### config.mk
export PLATFORM = sky130hd
export DESIGN_NAME = ldpc_frame_ctrl_flat
export DESIGN_NICKNAME = d
export VERILOG_FILES = /design/src/rtl/ldpc_pkg.sv /design/src/rtl/ldpc_frame_ctrl_if.sv /design/src/rtl/ldpc_out_pipe.sv /design/src/rtl/ldpc_frame_ctrl.sv /design/src/flat_wrapper.sv
export SDC_FILE = /design/constraint.sdc
export NUM_CORES = 1
export LEC_CHECK = 0
export BUFFER_PORTS_ARGS = -buffer_cell sky130_fd_sc_hd__buf_2
export CAP_MARGIN = 20
export CORE_MARGIN = 10
export CORE_UTILIZATION = 56
export CTS_BUF_LIST = sky130_fd_sc_hd__clkbuf_8
export CTS_CLUSTER_DIAMETER = 120
export DETAILED_ROUTE_END_ITERATION = 12
export PLACE_DENSITY = 0.81
export SYNTH_ARGS = -nofsm -noshare
export SYNTH_HDL_FRONTEND = slang
export SYNTH_SLANG_ARGS = --single-unit
### constraint.sdc
create_clock -name clk -period 2.6 [get_ports clk]
set_input_delay 0.13 -clock clk [delete_from_list [all_inputs] [get_ports clk]]
set_output_delay 0.13 -clock clk [all_outputs]
set_load 0.02 [all_outputs]
### src/rtl/ldpc_pkg.sv
//------------------------------------------------------------------------------
// Module   : ldpc_pkg
// Purpose  : Shared constants and FSM state type for the LDPC frame
//            sequencer around the 4320/360 parity encoder.
// Revision : 1.0 - initial release
//------------------------------------------------------------------------------
`default_nettype none

package ldpc_pkg;

  localparam int K_INFO     = 4320;            // information bits per frame
  localparam int N_PAR      = 360;             // parity bits per frame
  localparam int GROUP      = 360;             // encoder column-group size
  localparam int CLR_CYCLES = 3;               // encoder clear/prime cycles
  localparam int CW_LEN     = K_INFO + N_PAR;  // codeword length

  typedef enum logic [1:0] {
    CLR   = 2'd0,
    INFO  = 2'd1,
    FLUSH = 2'd2,
    PAR   = 2'd3
  } state_t;

endpackage

`default_nettype wire

### src/rtl/ldpc_frame_ctrl_if.sv
//------------------------------------------------------------------------------
// Module   : ldpc_frame_ctrl_if
// Purpose  : Bundles the source stream, encoder control/return path and the
//            codeword output stream of the LDPC frame sequencer.
//            slave  = frame-sequencer view, master = environment view.
// Revision : 1.0 - initial release
//------------------------------------------------------------------------------
`default_nettype none

interface ldpc_frame_ctrl_if;

  logic        s_valid;
  logic        s_data;
  logic        s_ready;
  logic        enc_rst_n;
  logic        enc_din_valid;
  logic        enc_din;
  logic [12:0] enc_counter;
  logic [8:0]  enc_out_addr;
  logic        enc_check;
  logic        enc_dout;
  logic        m_valid;
  logic        m_data;
  logic        m_sof;
  logic        m_eof;

  modport slave (
    input  s_valid, s_data, enc_dout,
    output s_ready, enc_rst_n, enc_din_valid, enc_din, enc_counter,
           enc_out_addr, enc_check, m_valid, m_data, m_sof, m_eof
  );

  modport master (
    output s_valid, s_data, enc_dout,
    input  s_ready, enc_rst_n, enc_din_valid, enc_din, enc_counter,
           enc_out_addr, enc_check, m_valid, m_data, m_sof, m_eof
  );

endinterface

`default_nettype wire

### src/rtl/ldpc_out_pipe.sv
//------------------------------------------------------------------------------
// Module   : ldpc_out_pipe
// Purpose  : Two-stage alignment pipe. Systematic bits are delayed two
//            cycles; parity slots wait one cycle for the encoder's registered
//            output and then register it, so both bit types leave with the
//            same latency and in issue order.
// Revision : 1.0 - initial release
//------------------------------------------------------------------------------
`default_nettype none

module ldpc_out_pipe (
  input  logic clk,
  input  logic rst_n,
  input  logic slot_valid_i,
  input  logic sys_bit_i,
  input  logic par_sel_i,
  input  logic sof_i,
  input  logic eof_i,
  input  logic enc_dout_i,
  output logic m_valid_o,
  output logic m_data_o,
  output logic m_sof_o,
  output logic m_eof_o
);

  logic v1_q, sys1_q, psel1_q, sof1_q, eof1_q;
  logic v2_q, data2_q, sof2_q, eof2_q;

  // Stage 1: capture the slot descriptor in the cycle the encoder sees the address
  always_ff @(posedge clk or negedge rst_n) begin
    if (!rst_n) begin
      v1_q    <= 1'b0;
      sys1_q  <= 1'b0;
      psel1_q <= 1'b0;
      sof1_q  <= 1'b0;
      eof1_q  <= 1'b0;
    end else begin
      v1_q    <= slot_valid_i;
      sys1_q  <= sys_bit_i;
      psel1_q <= par_sel_i;
      sof1_q  <= sof_i;
      eof1_q  <= eof_i;
    end
  end

  // Stage 2: merge the encoder's parity bit (valid now) with systematic data
  always_ff @(posedge clk or negedge rst_n) begin
    if (!rst_n) begin
      v2_q    <= 1'b0;
      data2_q <= 1'b0;
      sof2_q  <= 1'b0;
      eof2_q  <= 1'b0;
    end else begin
      v2_q    <= v1_q;
      data2_q <= v1_q & (psel1_q ? enc_dout_i : sys1_q);
      sof2_q  <= v1_q & sof1_q;
      eof2_q  <= v1_q & eof1_q;
    end
  end

  assign m_valid_o = v2_q;
  assign m_data_o  = data2_q;
  assign m_sof_o   = sof2_q;
  assign m_eof_o   = eof2_q;

endmodule

`default_nettype wire

### src/rtl/ldpc_frame_ctrl.sv
//------------------------------------------------------------------------------
// Module   : ldpc_frame_ctrl
// Purpose  : Frame sequencer and codeword assembler around the 4320/360 LDPC
//            parity encoder: clears the encoder, feeds information bits with
//            their index, reads parity out 359..0 and emits one serial
//            codeword (4320 systematic + 360 parity bits) per frame.
// Options  : LDPC_FRAME_CNT_EN adds the 16-bit frame_cnt output.
// Revision : 1.0 - initial release
//------------------------------------------------------------------------------
`default_nettype none

module ldpc_frame_ctrl
  import ldpc_pkg::*;
(
  input  logic              clk,
  input  logic              rst_n,
  ldpc_frame_ctrl_if.slave  bus
`ifdef LDPC_FRAME_CNT_EN
  ,
  output logic [15:0]       frame_cnt
`endif
);

  localparam logic [12:0] LAST_IDX = 13'(K_INFO - 1);
  localparam logic [8:0]  ADDR_TOP = 9'(N_PAR - 1);
  localparam logic [1:0]  CLR_LAST = 2'(CLR_CYCLES - 1);

  state_t      state_q, state_d;
  logic [12:0] cnt_q, cnt_d;
  logic [8:0]  addr_q, addr_d;
  logic [1:0]  clr_q, clr_d;

  logic in_info, in_par, accept;

  assign in_info = (state_q == INFO);
  assign in_par  = (state_q == PAR);
  assign accept  = in_info & bus.s_valid;

  // State, bit-index, parity-address and clear-length registers
  always_ff @(posedge clk or negedge rst_n) begin
    if (!rst_n) begin
      state_q <= CLR;
      cnt_q   <= '0;
      addr_q  <= ADDR_TOP;
      clr_q   <= '0;
    end else begin
      state_q <= state_d;
      cnt_q   <= cnt_d;
      addr_q  <= addr_d;
      clr_q   <= clr_d;
    end
  end

  // Next-state logic: CLR -> INFO -> FLUSH -> PAR -> CLR
  always_comb begin
    state_d = state_q;
    cnt_d   = cnt_q;
    addr_d  = addr_q;
    clr_d   = clr_q;
    unique case (state_q)
      CLR: begin
        cnt_d  = '0;
        addr_d = ADDR_TOP;
        if (clr_q == CLR_LAST) begin
          clr_d   = '0;
          state_d = INFO;
        end else begin
          clr_d = clr_q + 2'd1;
        end
      end
      INFO: begin
        // Counter lands on K_INFO after the last bit and stays there
        if (bus.s_valid) begin
          cnt_d = cnt_q + 13'd1;
          if (cnt_q == LAST_IDX) state_d = FLUSH;
        end
      end
      FLUSH: begin
        state_d = PAR;
      end
      PAR: begin
        if (addr_q == 9'd0) begin
          addr_d  = ADDR_TOP;
          cnt_d   = '0;
          state_d = CLR;
        end else begin
          addr_d = addr_q - 9'd1;
        end
      end
      default: state_d = CLR;
    endcase
  end

  assign bus.s_ready       = in_info;
  assign bus.enc_rst_n     = (state_q != CLR);
  assign bus.enc_din_valid = accept;
  assign bus.enc_din       = in_info & bus.s_data;
  assign bus.enc_counter   = cnt_q;
  assign bus.enc_out_addr  = addr_q;
  assign bus.enc_check     = in_par;

  ldpc_out_pipe u_out_pipe (
    .clk          (clk),
    .rst_n        (rst_n),
    .slot_valid_i (accept | in_par),
    .sys_bit_i    (bus.s_data),
    .par_sel_i    (in_par),
    .sof_i        (accept & (cnt_q == 13'd0)),
    .eof_i        (in_par & (addr_q == 9'd0)),
    .enc_dout_i   (bus.enc_dout),
    .m_valid_o    (bus.m_valid),
    .m_data_o     (bus.m_data),
    .m_sof_o      (bus.m_sof),
    .m_eof_o      (bus.m_eof)
  );

`ifdef LDPC_FRAME_CNT_EN
  logic [15:0] frame_cnt_q;

  // Completed-frame counter, stepped by each emitted end-of-frame marker
  always_ff @(posedge clk or negedge rst_n) begin
    if (!rst_n) frame_cnt_q <= '0;
    else if (bus.m_eof) frame_cnt_q <= frame_cnt_q + 16'd1;
  end

  assign frame_cnt = frame_cnt_q;
`endif

endmodule

`default_nettype wire

### src/flat_wrapper.sv
// flat-port wrapper written by rule: the top's interface ports become plain ports
module ldpc_frame_ctrl_flat import ldpc_pkg::*;
  (clk, rst_n, bus_s_valid, bus_s_data, bus_enc_dout, bus_s_ready, bus_enc_rst_n, bus_enc_din_valid, bus_enc_din, bus_enc_counter, bus_enc_out_addr, bus_enc_check, bus_m_valid, bus_m_data, bus_m_sof, bus_m_eof);
  ldpc_frame_ctrl_if bus_i ();
  input  logic clk;
  input  logic rst_n;
  input wire logic [$bits(bus_i.s_valid)-1:0] bus_s_valid;
  input wire logic [$bits(bus_i.s_data)-1:0] bus_s_data;
  input wire logic [$bits(bus_i.enc_dout)-1:0] bus_enc_dout;
  output wire logic [$bits(bus_i.s_ready)-1:0] bus_s_ready;
  output wire logic [$bits(bus_i.enc_rst_n)-1:0] bus_enc_rst_n;
  output wire logic [$bits(bus_i.enc_din_valid)-1:0] bus_enc_din_valid;
  output wire logic [$bits(bus_i.enc_din)-1:0] bus_enc_din;
  output wire logic [$bits(bus_i.enc_counter)-1:0] bus_enc_counter;
  output wire logic [$bits(bus_i.enc_out_addr)-1:0] bus_enc_out_addr;
  output wire logic [$bits(bus_i.enc_check)-1:0] bus_enc_check;
  output wire logic [$bits(bus_i.m_valid)-1:0] bus_m_valid;
  output wire logic [$bits(bus_i.m_data)-1:0] bus_m_data;
  output wire logic [$bits(bus_i.m_sof)-1:0] bus_m_sof;
  output wire logic [$bits(bus_i.m_eof)-1:0] bus_m_eof;
  assign bus_i.s_valid = bus_s_valid;
  assign bus_i.s_data = bus_s_data;
  assign bus_i.enc_dout = bus_enc_dout;
  assign bus_s_ready = bus_i.s_ready;
  assign bus_enc_rst_n = bus_i.enc_rst_n;
  assign bus_enc_din_valid = bus_i.enc_din_valid;
  assign bus_enc_din = bus_i.enc_din;
  assign bus_enc_counter = bus_i.enc_counter;
  assign bus_enc_out_addr = bus_i.enc_out_addr;
  assign bus_enc_check = bus_i.enc_check;
  assign bus_m_valid = bus_i.m_valid;
  assign bus_m_data = bus_i.m_data;
  assign bus_m_sof = bus_i.m_sof;
  assign bus_m_eof = bus_i.m_eof;
  ldpc_frame_ctrl u_core (.clk(clk), .rst_n(rst_n), .bus(bus_i));
endmodule
==> results.txt, run 1 <==
----------------------------------------------------
[Detailed routing]
  Total vias in the final route ... 1628
  Post-detailed-route count of antenna-violating nets ... 0
  Wirelength, routed ... 4297 um
  Routed length per placed instance ... 15.46 um
  1st-iter DRT viols ... 88
  Pre-Repair DR Iteration Count ... 4
  Drt drc ... 0
  Post-DR vias/cell ... 5.856

[Placed design]
  Global placement routability congestion ... 0.8610
  DP Area ... 0.002107 sq mm
  DP HPWL ... 3226 um
  Number of buffers inserted by port buffering ... 35

[Die]
  Number of placement rows ... 20
  Starting Density ... 60.08%
  Area of the core region ... 0.003128 sq mm
  Die X ... 77.93 um
  Area enclosed by the die boundary ... 0.006073 sq mm
  Chip Height ... 77.93 um
  I/O pin count ... 36

[Power]
  Leakage ... 1.074 nW
  Worst ir drop on vdd ... 0.4662 mV
  Overall power of the completed layout ... 1.451 mW
  Power per standard cell area ... 641.0 mW/mm^2

[STA]
  Shortest clock period the worst path allows after layout ... 2.333 ns
  Final cycle utilization of the critical path ... 89.75%
  Transition at the pin with the smallest max-transition slack ... 0.7652 ns
  Worst slew slack as a fraction of its limit ... 48.98%
  Post-Route Setup TNS ... 0 ns
  Setup skew after layout ... 0.003336 ns
  Number of hold violations in the final report ... 0
  Setup-violating endpoint count in the final report ... 0
  RSZ-0062 raised after global routing ... false
  Max-slew violation count ... 0
  Maximum frequency from static timing analysis ... 428.6 MHz

[CTS]
  Clock network latency to the later pin of the worst-skew pair ... 0.28 ns
  Clock transition time at the flip-flop clock pins of the worst setup and hold paths ... 0.07 ns
  Count of instances resized after the clock tree is built ... 0
  CTS Buf Count ... 5
  Sink Count ... 35
  Clock tree from TritonCTS ... done
  CTS Root Cell ... sky130_fd_sc_hd__clkbuf_8
  Level count of the clock H-tree ... 2
  Number of buffers on the longest clock path ... 2

[Yosys]
  Sequential area share after synthesis ... 47.00%
  Cell types with the largest area share after synthesis ... sky130_fd_sc_hd__dfrtp_1, sky130_fd_sc_hd__dfstp_2, sky130_fd_sc_hd__ha_1
  Post-synthesis net count ... 206
  Most used flip-flop cell after synthesis ... sky130_fd_sc_hd__dfrtp_1
  Number of library cell types mapped by synthesis ... 41
  Share of Yosys cell area claimed by the top area cell type ... 38.62%
  Number of flops mapped to enable cells by yosys ... 0
  Leading cell types by count after synthesis ... sky130_fd_sc_hd__dfrtp_1, sky130_fd_sc_hd__nand2_1, sky130_fd_sc_hd__o21ai_0
  Average cell area after synthesis ... 9.737 sq um
  Post-Synthesis Cells ... 193
  Yosys Warn Count ... 0
  Synth area leader ... sky130_fd_sc_hd__dfrtp_1
  Cell with the most instances after synthesis ... sky130_fd_sc_hd__dfrtp_1
  Post-synth design cell area ... 0.001879 sq mm
  Async set-reset flop share out of synthesis ... 100.0%
  Number of synthesized register bits ... 35

[Cells and area]
  N_diodes ... 0
  Multi-input logic area ... 922.1 sq um
  Final nets ... 246
  Filler Cells Inserted ... 249
  Area Growth Syn to Fin ... 20.44%
  Share of post-route cells with drive strength above 1 ... 26.07%
  Sequential cell area ... 883.3 sq um
  Final standard cell area without fillers ... 0.002263 sq mm

[Critical path]
  Setup slack of the most critical reg-to-reg path ... 0.27 ns
  Origin of the critical flop-to-flop path ... u_core.bus.enc_out_addr[0]
  Crit end category ... flop
  Crit path kind ... reg -> reg
  Series of cell instances along the critical path ... inv_1, ha_1, or3b_1, o41a_1, or3_4, o31ai_2, a22o_1
  Cell class contributing the biggest share of worst-path delay ... simple AND/OR/NAND/NOR gates
  CP Data Arrival Time ... 2.55 ns
  Cell at the slowest stage of the critical path ... sky130_fd_sc_hd__or3b_1
  Startpoint Class ... flop
  Crit-path max cell delay ... 0.48 ns
  WP data required ... 2.82 ns
  Worst Path Buf+Inv ... 1
  Reg-to-reg critical path endpoint ... u_core.bus.enc_counter[5]
  Worst-path fanout max ... 6
  Worst R2R Path Depth ... 7

[Global route]
  Initial antenna violation count ... 0
  GRT Overall Usage ... 14.78%
  Most congested layer reported by global routing ... met2
  Met2 capacity usage during global routing ... 26.12%
  Global-route wire length before repair ... 7562 um
  Number of global-route vias before repair ... 1655
  Routing usage on met1 ... 16.40%
  Pin count of the biggest net entering global routing ... 36
  Grt ovf ... 0
  Fraction of met3 tracks used by global routing ... 5.300%

[Flow run]
  Max-cap viol count ... 0

[Hold path]
  Number of cells on the worst hold path ... 3
  Hold Path Class ... in -> reg
  Hold_sp ... bus_enc_dout
  Worst Hold Path EP ... u_core.u_out_pipe.m_data_o

[Outcome]
  Outcome ... complete, no violations

----------------------------------------------------
==> report_power, final <==
| group | leakage [nW] | switching (mW) | internal, mW |
|---|---|---|---|
| Sequential | 0.447 | 0.0683 | 0.584 |
| Clock | 0.0644 | 0.188 | 0.382 |
| Combinational | 0.563 | 0.132 | 0.0959 |
==> stage by stage <==
| step | hold slack [ns] | worst slack, ns | cells | utilization (%) |
|---|---|---|---|---|
| after floorplan | -0.1656 | 0.3695 | 193 | - |
| after global placement | 0.2287 | 0.3664 | 268 | 67.36 |
| after detailed placement | 0.2426 | 0.2837 | 268 | 67.36 |
| after CTS | 0.1403 | 0.2559 | 278 | 72.36 |
| after global routing | 0.1481 | 0.1316 | 278 | 72.36 |
| final | 0.1297 | 0.2666 | 278 | 72.36 |
==> worst register-to-register path, stage by stage (launching register included) <==
cell,delay [ns]
sky130_fd_sc_hd__dfstp_2,0.39
sky130_fd_sc_hd__inv_1,0.05
sky130_fd_sc_hd__ha_1,0.16
sky130_fd_sc_hd__or3b_1,0.48
sky130_fd_sc_hd__o41a_1,0.43
sky130_fd_sc_hd__or3_4,0.39
sky130_fd_sc_hd__o31ai_2,0.21
sky130_fd_sc_hd__a22o_1,0.16
==> registers in the layout (all words and copies together), names as in the netlist, 2 cells and up <==
register / cells
u_core.bus.enc_counter: 13
u_core.bus.enc_out_addr: 9
u_core.clr_q: 2
u_core.state_q: 2
==> what timing repair did <==
item                                   CTS  global route
buffers inserted                         0             0
endpoints found under the hold margin   30             0
hold buffers                             2             0
==> layout make-up <==
class                   instances  area share [%]
multi-input cells             139           40.74
flip-flops and latches         35           39.03
repair buffers                 41           9.950
clock buffers                   5           3.040
clock inverters                 3           2.985
well taps                      44           2.432
inverters                      11           1.824
==> kinds of logic (layout without fill, tap and decap cells) <==
group	count (synthesis)	count (layout)	synth area share (%)
fa+ha+maj	8	8	5.326
compound gates	43	43	16.91
flops	35	35	47.00
simple gates	82	82	23.57
buf+inv	19	60	3.928
mux	6	6	3.262
==> worst max-delay path by stage <==
| stage | end | cells past startpoint | from | slack [ns] |
|---|---|---|---|---|
| after global placement | u_core.bus.enc_counter[7] | 7 | u_core.bus.enc_out_addr[0] | 0.37 |
| after global routing | u_core.bus.enc_counter[7] | 7 | u_core.bus.enc_out_addr[0] | 0.13 |
| after detailed placement | u_core.bus.enc_counter[5] | 7 | u_core.bus.enc_out_addr[0] | 0.28 |
| after floorplan | u_core.bus.enc_counter[5] | 8 | u_core.bus.enc_out_addr[0] | 0.37 |
| final | u_core.bus.enc_counter[5] | 7 | u_core.bus.enc_out_addr[0] | 0.27 |
| after CTS | u_core.bus.enc_counter[5] | 7 | u_core.bus.enc_out_addr[0] | 0.26 |
==> cell usage in the layout (no fill, tap or decap), types with 2 or more instances in the layout <==
cell type,n
sky130_fd_sc_hd__nand2b_1,3
sky130_fd_sc_hd__nand4_1,4
sky130_fd_sc_hd__nor4b_1,3
sky130_fd_sc_hd__dlygate4sd3_1,2
sky130_fd_sc_hd__nand3_1,10
sky130_fd_sc_hd__or3_1,3
sky130_fd_sc_hd__a21oi_1,2
sky130_fd_sc_hd__or4_1,3
sky130_fd_sc_hd__dfstp_2,6
sky130_fd_sc_hd__buf_4,4
sky130_fd_sc_hd__buf_2,35
sky130_fd_sc_hd__dfrtp_1,29
sky130_fd_sc_hd__a22o_1,7
sky130_fd_sc_hd__inv_1,11
sky130_fd_sc_hd__o21ai_0,18
sky130_fd_sc_hd__a31oi_1,3
sky130_fd_sc_hd__o31ai_2,2
sky130_fd_sc_hd__and2_1,4
sky130_fd_sc_hd__and3_1,2
sky130_fd_sc_hd__o31ai_1,2
sky130_fd_sc_hd__clkbuf_8,5
sky130_fd_sc_hd__bufinv_16,2
sky130_fd_sc_hd__nor4_1,3
sky130_fd_sc_hd__o211ai_1,2
sky130_fd_sc_hd__nor3_1,5
sky130_fd_sc_hd__or2_2,3
sky130_fd_sc_hd__nor2_1,12
sky130_fd_sc_hd__nor2b_1,3
sky130_fd_sc_hd__mux2i_1,5
sky130_fd_sc_hd__ha_1,8
sky130_fd_sc_hd__nand2_1,19
==> metal layers <==
metal  vias up  share of wire [%]
met5         -                  0
met4         0               0.84
met3         8                7.5
met2        60                 51
met1       780                 41
li1        780                  -
Power figures use the tool's default switching activity.
==> inputs of run 2 (changes only) <==
--- a/config.mk
+++ b/config.mk
@@ -5,14 +5,14 @@
 export SDC_FILE = /design/constraint.sdc
 export NUM_CORES = 1
 export LEC_CHECK = 0
-export BUFFER_PORTS_ARGS = -buffer_cell sky130_fd_sc_hd__buf_2
 export CAP_MARGIN = 20
 export CORE_MARGIN = 10
 export CORE_UTILIZATION = 56
 export CTS_BUF_LIST = sky130_fd_sc_hd__clkbuf_8
 export CTS_CLUSTER_DIAMETER = 120
 export DETAILED_ROUTE_END_ITERATION = 12
-export PLACE_DENSITY = 0.81
+export DONT_BUFFER_PORTS = 1
+export PLACE_DENSITY = 0.71
 export SYNTH_ARGS = -nofsm -noshare
 export SYNTH_HDL_FRONTEND = slang
 export SYNTH_SLANG_ARGS = --single-unit
==> results.txt, run 2 (synthesis gave the netlist of run 1 again) <==
----------------------------------------------------
[STA]
  Shortest clock period the worst path allows after layout ... 2.416 ns
  Maximum frequency from static timing analysis ... 414.0 MHz
  Post-Route Setup TNS ... 0 ns
  Setup skew after layout ... 0.006906 ns
  Max-slew violation count ... 0
  Transition at the pin with the smallest max-transition slack ... 0.6140 ns
  RSZ-0062 raised after global routing ... false
  Final cycle utilization of the critical path ... 92.91%
  Worst hold slack across all endpoints ... 0.04046 ns
  Setup-violating endpoint count in the final report ... 0
  Worst slew slack as a fraction of its limit ... 59.07%
  Number of hold violations in the final report ... 0

[Critical path]
  Origin of the critical flop-to-flop path ... u_core.bus.enc_out_addr[0]
  Startpoint Class ... flop
  Worst Path Buf+Inv ... 1
  Reg-to-reg critical path endpoint ... u_core.bus.enc_counter[7]
  Series of cell instances along the critical path ... inv_1, ha_1, or3b_1, o41a_1, or3_4, o31ai_2, a22o_1
  Crit end category ... flop
  Cell at the slowest stage of the critical path ... sky130_fd_sc_hd__or3b_1
  Crit-path max cell delay ... 0.49 ns
  Critical Path Stages ... 7
  CP Data Arrival Time ... 2.64 ns
  Crit path kind ... reg -> reg
  Setup slack of the most critical reg-to-reg path ... 0.18 ns
  WP data required ... 2.82 ns
  Cell class contributing the biggest share of worst-path delay ... simple AND/OR/NAND/NOR gates
  Worst R2R Path Depth ... 7
  Worst-path fanout max ... 6

[CTS]
  Count of instances resized after the clock tree is built ... 0
  Clock network latency to the later pin of the worst-skew pair ... 0.29 ns
  Level count of the clock H-tree ... 2
  Clock tree from TritonCTS ... done
  CTS Buf Count ... 5
  Sink Count ... 35
  CTS Root Cell ... sky130_fd_sc_hd__clkbuf_8
  Clock transition time at the flip-flop clock pins of the worst setup and hold paths ... 0.07 ns
  Number of buffers on the longest clock path ... 2

[Placed design]
  Global placement routability congestion ... 0.8366
  DP HPWL ... 3246 um
  DP Area ... 0.001962 sq mm
  Number of buffers inserted by port buffering ... 0

[Cells and area]
  Largest register FFs ... 13
  Multi-input logic area ... 922.1 sq um
  Share of post-route cells with drive strength above 1 ... 15.20%
  Final Core Density ... 67.16%
  Sequential cell area ... 883.3 sq um
  Commonest cells after routing, fill and taps aside ... sky130_fd_sc_hd__dfrtp_1, sky130_fd_sc_hd__nand2_1, sky130_fd_sc_hd__o21ai_0, sky130_fd_sc_hd__nor2_1, sky130_fd_sc_hd__inv_1
  N_diodes ... 0
  Commonest non-fill, non-tap cell in the layout ... sky130_fd_sc_hd__dfrtp_1
  Final standard cell area without fillers ... 0.002101 sq mm
  Filler Cells Inserted ... 265
  Final nets ... 216
  Area Growth Syn to Fin ... 11.78%

[Die]
  Die X ... 77.93 um
  Area enclosed by the die boundary ... 0.006073 sq mm
  Starting Density ... 60.08%
  Chip Height ... 77.93 um
  Area of the core region ... 0.003128 sq mm
  I/O pin count ... 36
  Number of placement rows ... 20

[Power]
  Part of the total power dissipated in the clock network ... 32.3%
  Worst ir drop on vdd ... 0.4479 mV
  Reported net switching power ... 0.3970 mW
  Reg power frac ... 53.1%
  Leakage ... 0.9370 nW
  Power Internal ... 0.8865 mW
  Power per standard cell area ... 611.0 mW/mm^2
  Share of total power consumed by net switching ... 30.93%
  Overall power of the completed layout ... 1.283 mW
  Portion of total power attributed to combinational logic ... 14.6%

[Flow run]
  Max-cap viol count ... 0

[Detailed routing]
  Drt drc ... 0
  Post-detailed-route count of antenna-violating nets ... 0
  1st-iter DRT viols ... 150
  Total vias in the final route ... 1491
  Post-DR vias/cell ... 6.012
  Pre-Repair DR Iteration Count ... 4
  Routed length per placed instance ... 17.58 um
  Wirelength, routed ... 4359 um

[Hold path]
  Hold_sp ... bus_enc_dout
  Number of cells on the worst hold path ... 2
  Worst Hold Path EP ... u_core.u_out_pipe.m_data_o
  Hold Path Class ... in -> reg

[Outcome]
  Outcome ... complete, no violations

[Global route]
  Initial antenna violation count ... 0
  Number of global-route vias before repair ... 1466
  GRT Overall Usage ... 14.68%
  Pin count of the biggest net entering global routing ... 36
  Grt ovf ... 0
  Global-route wire length before repair ... 7355 um

----------------------------------------------------
run 2: cell types whose count changed in the layout (fill, tap and decap cells not counted), sizes merged:
cell and change:
clkbuf +1, buf -30, bufinv -2, clkinv +1
run 2: per-stage QoR:
step	cells	setup WS [ns]
2_1_floorplan	193	0.3695
3_3_place_gp	237	0.2997
3_5_place_dp	237	0.2190
4_1_cts	248	0.1849
5_1_grt	248	0.06510
6_report	248	0.1845
run 2: per-layer routing:
layer | global-route usage [%] | wire (um) | part of all wire, %
met5 | 0 | 0 | 0
met4 | 7.527 | 91 | 2.1
met3 | 4.263 | 286 | 6.6
met2 | 23.88 | 2069 | 47
met1 | 17.23 | 1911 | 44
run 2: area by class of cell:
| class | instances | area share (%) |
|---|---|---|
| clock buffers | 6 | 3.931 |
| clock inverters | 2 | 0.7743 |
| inverters | 11 | 1.965 |
| multi-input cells | 139 | 43.90 |
| flip-flops and latches | 35 | 42.05 |
| well taps | 44 | 2.621 |
| repair buffers | 11 | 4.765 |
run 2: worst reg2reg max path: cells and delay by family, from the launching register on:
family	cells	cell delay [ns]
AOI/OAI and AO/OA	3	0.80
adders and majority gates	1	0.17
buffers and inverters	1	0.07
DFF	1	0.43
and+or+nand+nor	2	0.88
run 2: how the worst max path moves through the flow:
stage                                     from                   endpoint  slack (ns)
finish              u_core.bus.enc_out_addr[0]  u_core.bus.enc_counter[7]        0.18
floorplan           u_core.bus.enc_out_addr[0]  u_core.bus.enc_counter[5]        0.37
CTS                 u_core.bus.enc_out_addr[0]  u_core.bus.enc_counter[7]        0.18
global placement    u_core.bus.enc_out_addr[0]  u_core.bus.enc_counter[7]        0.30
detailed placement  u_core.bus.enc_out_addr[0]  u_core.bus.enc_counter[7]        0.22
global route        u_core.bus.enc_out_addr[0]  u_core.bus.enc_counter[1]        0.07
run 2: repair_timing:
action | in CTS | in global routing
hold buffers | 3 | 0
setup buffers | 0 | 0
endpoints found under the hold margin | 36 | 0
run 2: power groups by stage:
stage               logic (mW)  registers [mW]  clock network [mW]
floorplan                0.122           0.681                   0
global placement         0.164           0.687                   0
detailed placement       0.168           0.691                   0
CTS                      0.186           0.681               0.422
global route             0.211           0.692               0.448
finish                   0.187           0.681               0.415
==> inputs of run 3 (changes only) <==
--- a/config.mk
+++ b/config.mk
@@ -12,7 +12,7 @@
 export CTS_CLUSTER_DIAMETER = 120
 export DETAILED_ROUTE_END_ITERATION = 12
 export DONT_BUFFER_PORTS = 1
-export PLACE_DENSITY = 0.71
+export PLACE_DENSITY = 0.72
 export SYNTH_ARGS = -nofsm -noshare
 export SYNTH_HDL_FRONTEND = slang
 export SYNTH_SLANG_ARGS = --single-unit
==> results.txt, run 3 (synthesis gave the netlist of run 1 again) <==
----------------------------------------------------
[Placed design]
  DP Area ... 0.001954 sq mm
  Number of placed instances, taps included ... 236
  Global placement routability congestion ... 0.8455
  Number of buffers inserted by port buffering ... 0
  DP HPWL ... 3316 um

[Critical path]
  Worst-path fanout max ... 6
  Startpoint Class ... flop
  CP Data Arrival Time ... 2.61 ns
  Crit path kind ... reg -> reg
  WP data required ... 2.83 ns
  Crit end category ... flop
  Critical path launch point ... u_core.bus.enc_out_addr[0]
  Origin of the critical flop-to-flop path ... u_core.bus.enc_out_addr[0]

[Cells and area]
  Final nets ... 215
  Area Growth Syn to Fin ... 10.85%
  N_diodes ... 0
  Count of non-filler cells in the finished layout ... 247
  Final standard cell area without fillers ... 0.002083 sq mm
  Commonest non-fill, non-tap cell in the layout ... sky130_fd_sc_hd__dfrtp_1
  Final Core Density ... 66.60%
  Largest register FFs ... 13
  Commonest cells after routing, fill and taps aside ... sky130_fd_sc_hd__dfrtp_1, sky130_fd_sc_hd__nand2_1, sky130_fd_sc_hd__o21ai_0, sky130_fd_sc_hd__nor2_1, sky130_fd_sc_hd__inv_1
  Share of post-route cells with drive strength above 1 ... 14.78%
  Filler Cells Inserted ... 256

[Hold path]
  Hold Path Class ... in -> reg
  Hold_sp ... bus_enc_dout

[Detailed routing]
  Routed length per placed instance ... 17.62 um
  Drt drc ... 0
  Total vias in the final route ... 1524
  1st-iter DRT viols ... 150
  Pre-Repair DR Iteration Count ... 4
  Post-DR vias/cell ... 6.170
  Post-detailed-route count of antenna-violating nets ... 0
  Wirelength, routed ... 4353 um

[Global route]
  Initial antenna violation count ... 0
  Grt ovf ... 0
  Number of global-route vias before repair ... 1474
  GRT Overall Usage ... 14.74%
  Global-route wire length before repair ... 7431 um
  Pin count of the biggest net entering global routing ... 36

[Die]
  Chip Height ... 77.93 um
  Die X ... 77.93 um
  Number of placement rows ... 20
  Area of the core region ... 0.003128 sq mm
  Area enclosed by the die boundary ... 0.006073 sq mm
  I/O pin count ... 36
  Starting Density ... 60.08%

[CTS]
  Clock transition time at the flip-flop clock pins of the worst setup and hold paths ... 0.07 ns
  Level count of the clock H-tree ... 2
  Sink Count ... 35
  CTS Buf Count ... 5
  Postcts setup bufs ... 0
  Clock tree from TritonCTS ... done
  CTS Root Cell ... sky130_fd_sc_hd__clkbuf_8
  Number of buffers on the longest clock path ... 2
  Clock network latency to the later pin of the worst-skew pair ... 0.28 ns

[STA]
  Shortest clock period the worst path allows after layout ... 2.382 ns
  Max-slew violation count ... 0
  Setup-violating endpoint count in the final report ... 0
  Setup skew after layout ... 0.002010 ns
  Number of hold violations in the final report ... 0
  Final cycle utilization of the critical path ... 91.61%
  Post-Route Setup TNS ... 0 ns
  Worst slew slack as a fraction of its limit ... 60.94%
  Transition at the pin with the smallest max-transition slack ... 0.5860 ns
  Maximum frequency from static timing analysis ... 419.9 MHz
  RSZ-0062 raised after global routing ... false

[Power]
  Overall power of the completed layout ... 1.251 mW
  Worst ir drop on vdd ... 0.2853 mV
  Leakage ... 0.9243 nW
  Power per standard cell area ... 600.4 mW/mm^2

[Flow run]
  Max-cap viol count ... 0

[Outcome]
  Outcome ... complete, no violations

----------------------------------------------------
run 3: worst paths after layout:
check / end / slack [ns] / cells after the start
setup / recovery: u_core.bus.enc_counter[5] / 0.22 / 7
min in group asynchronous: u_core.u_out_pipe.psel1_q / 0.29 / 2
max in group asynchronous: u_core.bus.enc_out_addr[6] / 2.06 / 2
hold reg to reg: u_core.u_out_pipe.m_valid_o / 0.42 / 0
hold / removal: u_core.u_out_pipe.m_data_o / 0.02 / 2
setup reg to reg: u_core.bus.enc_counter[5] / 0.22 / 7
run 3: routing by layer:
metal | share of wire (%) | GRT usage (%)
met3 | 8.3 | 4.724
met2 | 51 | 24.46
met4 | 1.3 | 5.376
met1 | 40 | 17.47
met5 | 0 | 0
run 3: final cells by class:
cell class / instances / area (sq um) / share of cell area (%)
multi-input cells: 139 / 922.1 / 44.26
flip-flops and latches: 35 / 883.3 / 42.40
repair buffers: 10 / 92.59 / 4.444
clock buffers: 5 / 68.82 / 3.303
well taps: 44 / 55.05 / 2.643
inverters: 11 / 41.29 / 1.982
clock inverters: 3 / 20.02 / 0.9610
run 3: worst max-delay path: stages (launching register included):
cell and delay [ns]:
sky130_fd_sc_hd__dfstp_2 0.43, sky130_fd_sc_hd__inv_1 0.08, sky130_fd_sc_hd__ha_1 0.16, sky130_fd_sc_hd__or3b_1 0.48, sky130_fd_sc_hd__o41a_1 0.43, sky130_fd_sc_hd__or3_4 0.40, sky130_fd_sc_hd__o31ai_2 0.19, sky130_fd_sc_hd__a22o_1 0.15
run 3: repair_timing:
item	CTS	global route
endpoints found under the hold margin	36	0
hold buffers	3	0
gates resized for setup	0	0
run 3: report_power, final:
part	switching [mW]	total (mW)	leakage, nW	internal, mW
Sequential	0.102	0.685	0.447	0.584
Combinational	0.0966	0.179	0.437	0.0825
Clock	0.200	0.386	0.0402	0.186
run 3: metrics by stage:
stage	setup slack, ns	hold slack, ns
after floorplan	0.3695	-0.1656
after global routing	0.08201	0.02896
final	0.2182	0.02444
after detailed placement	0.2348	-0.1645
after global placement	0.2979	-0.1645
after CTS	0.2093	0.02130
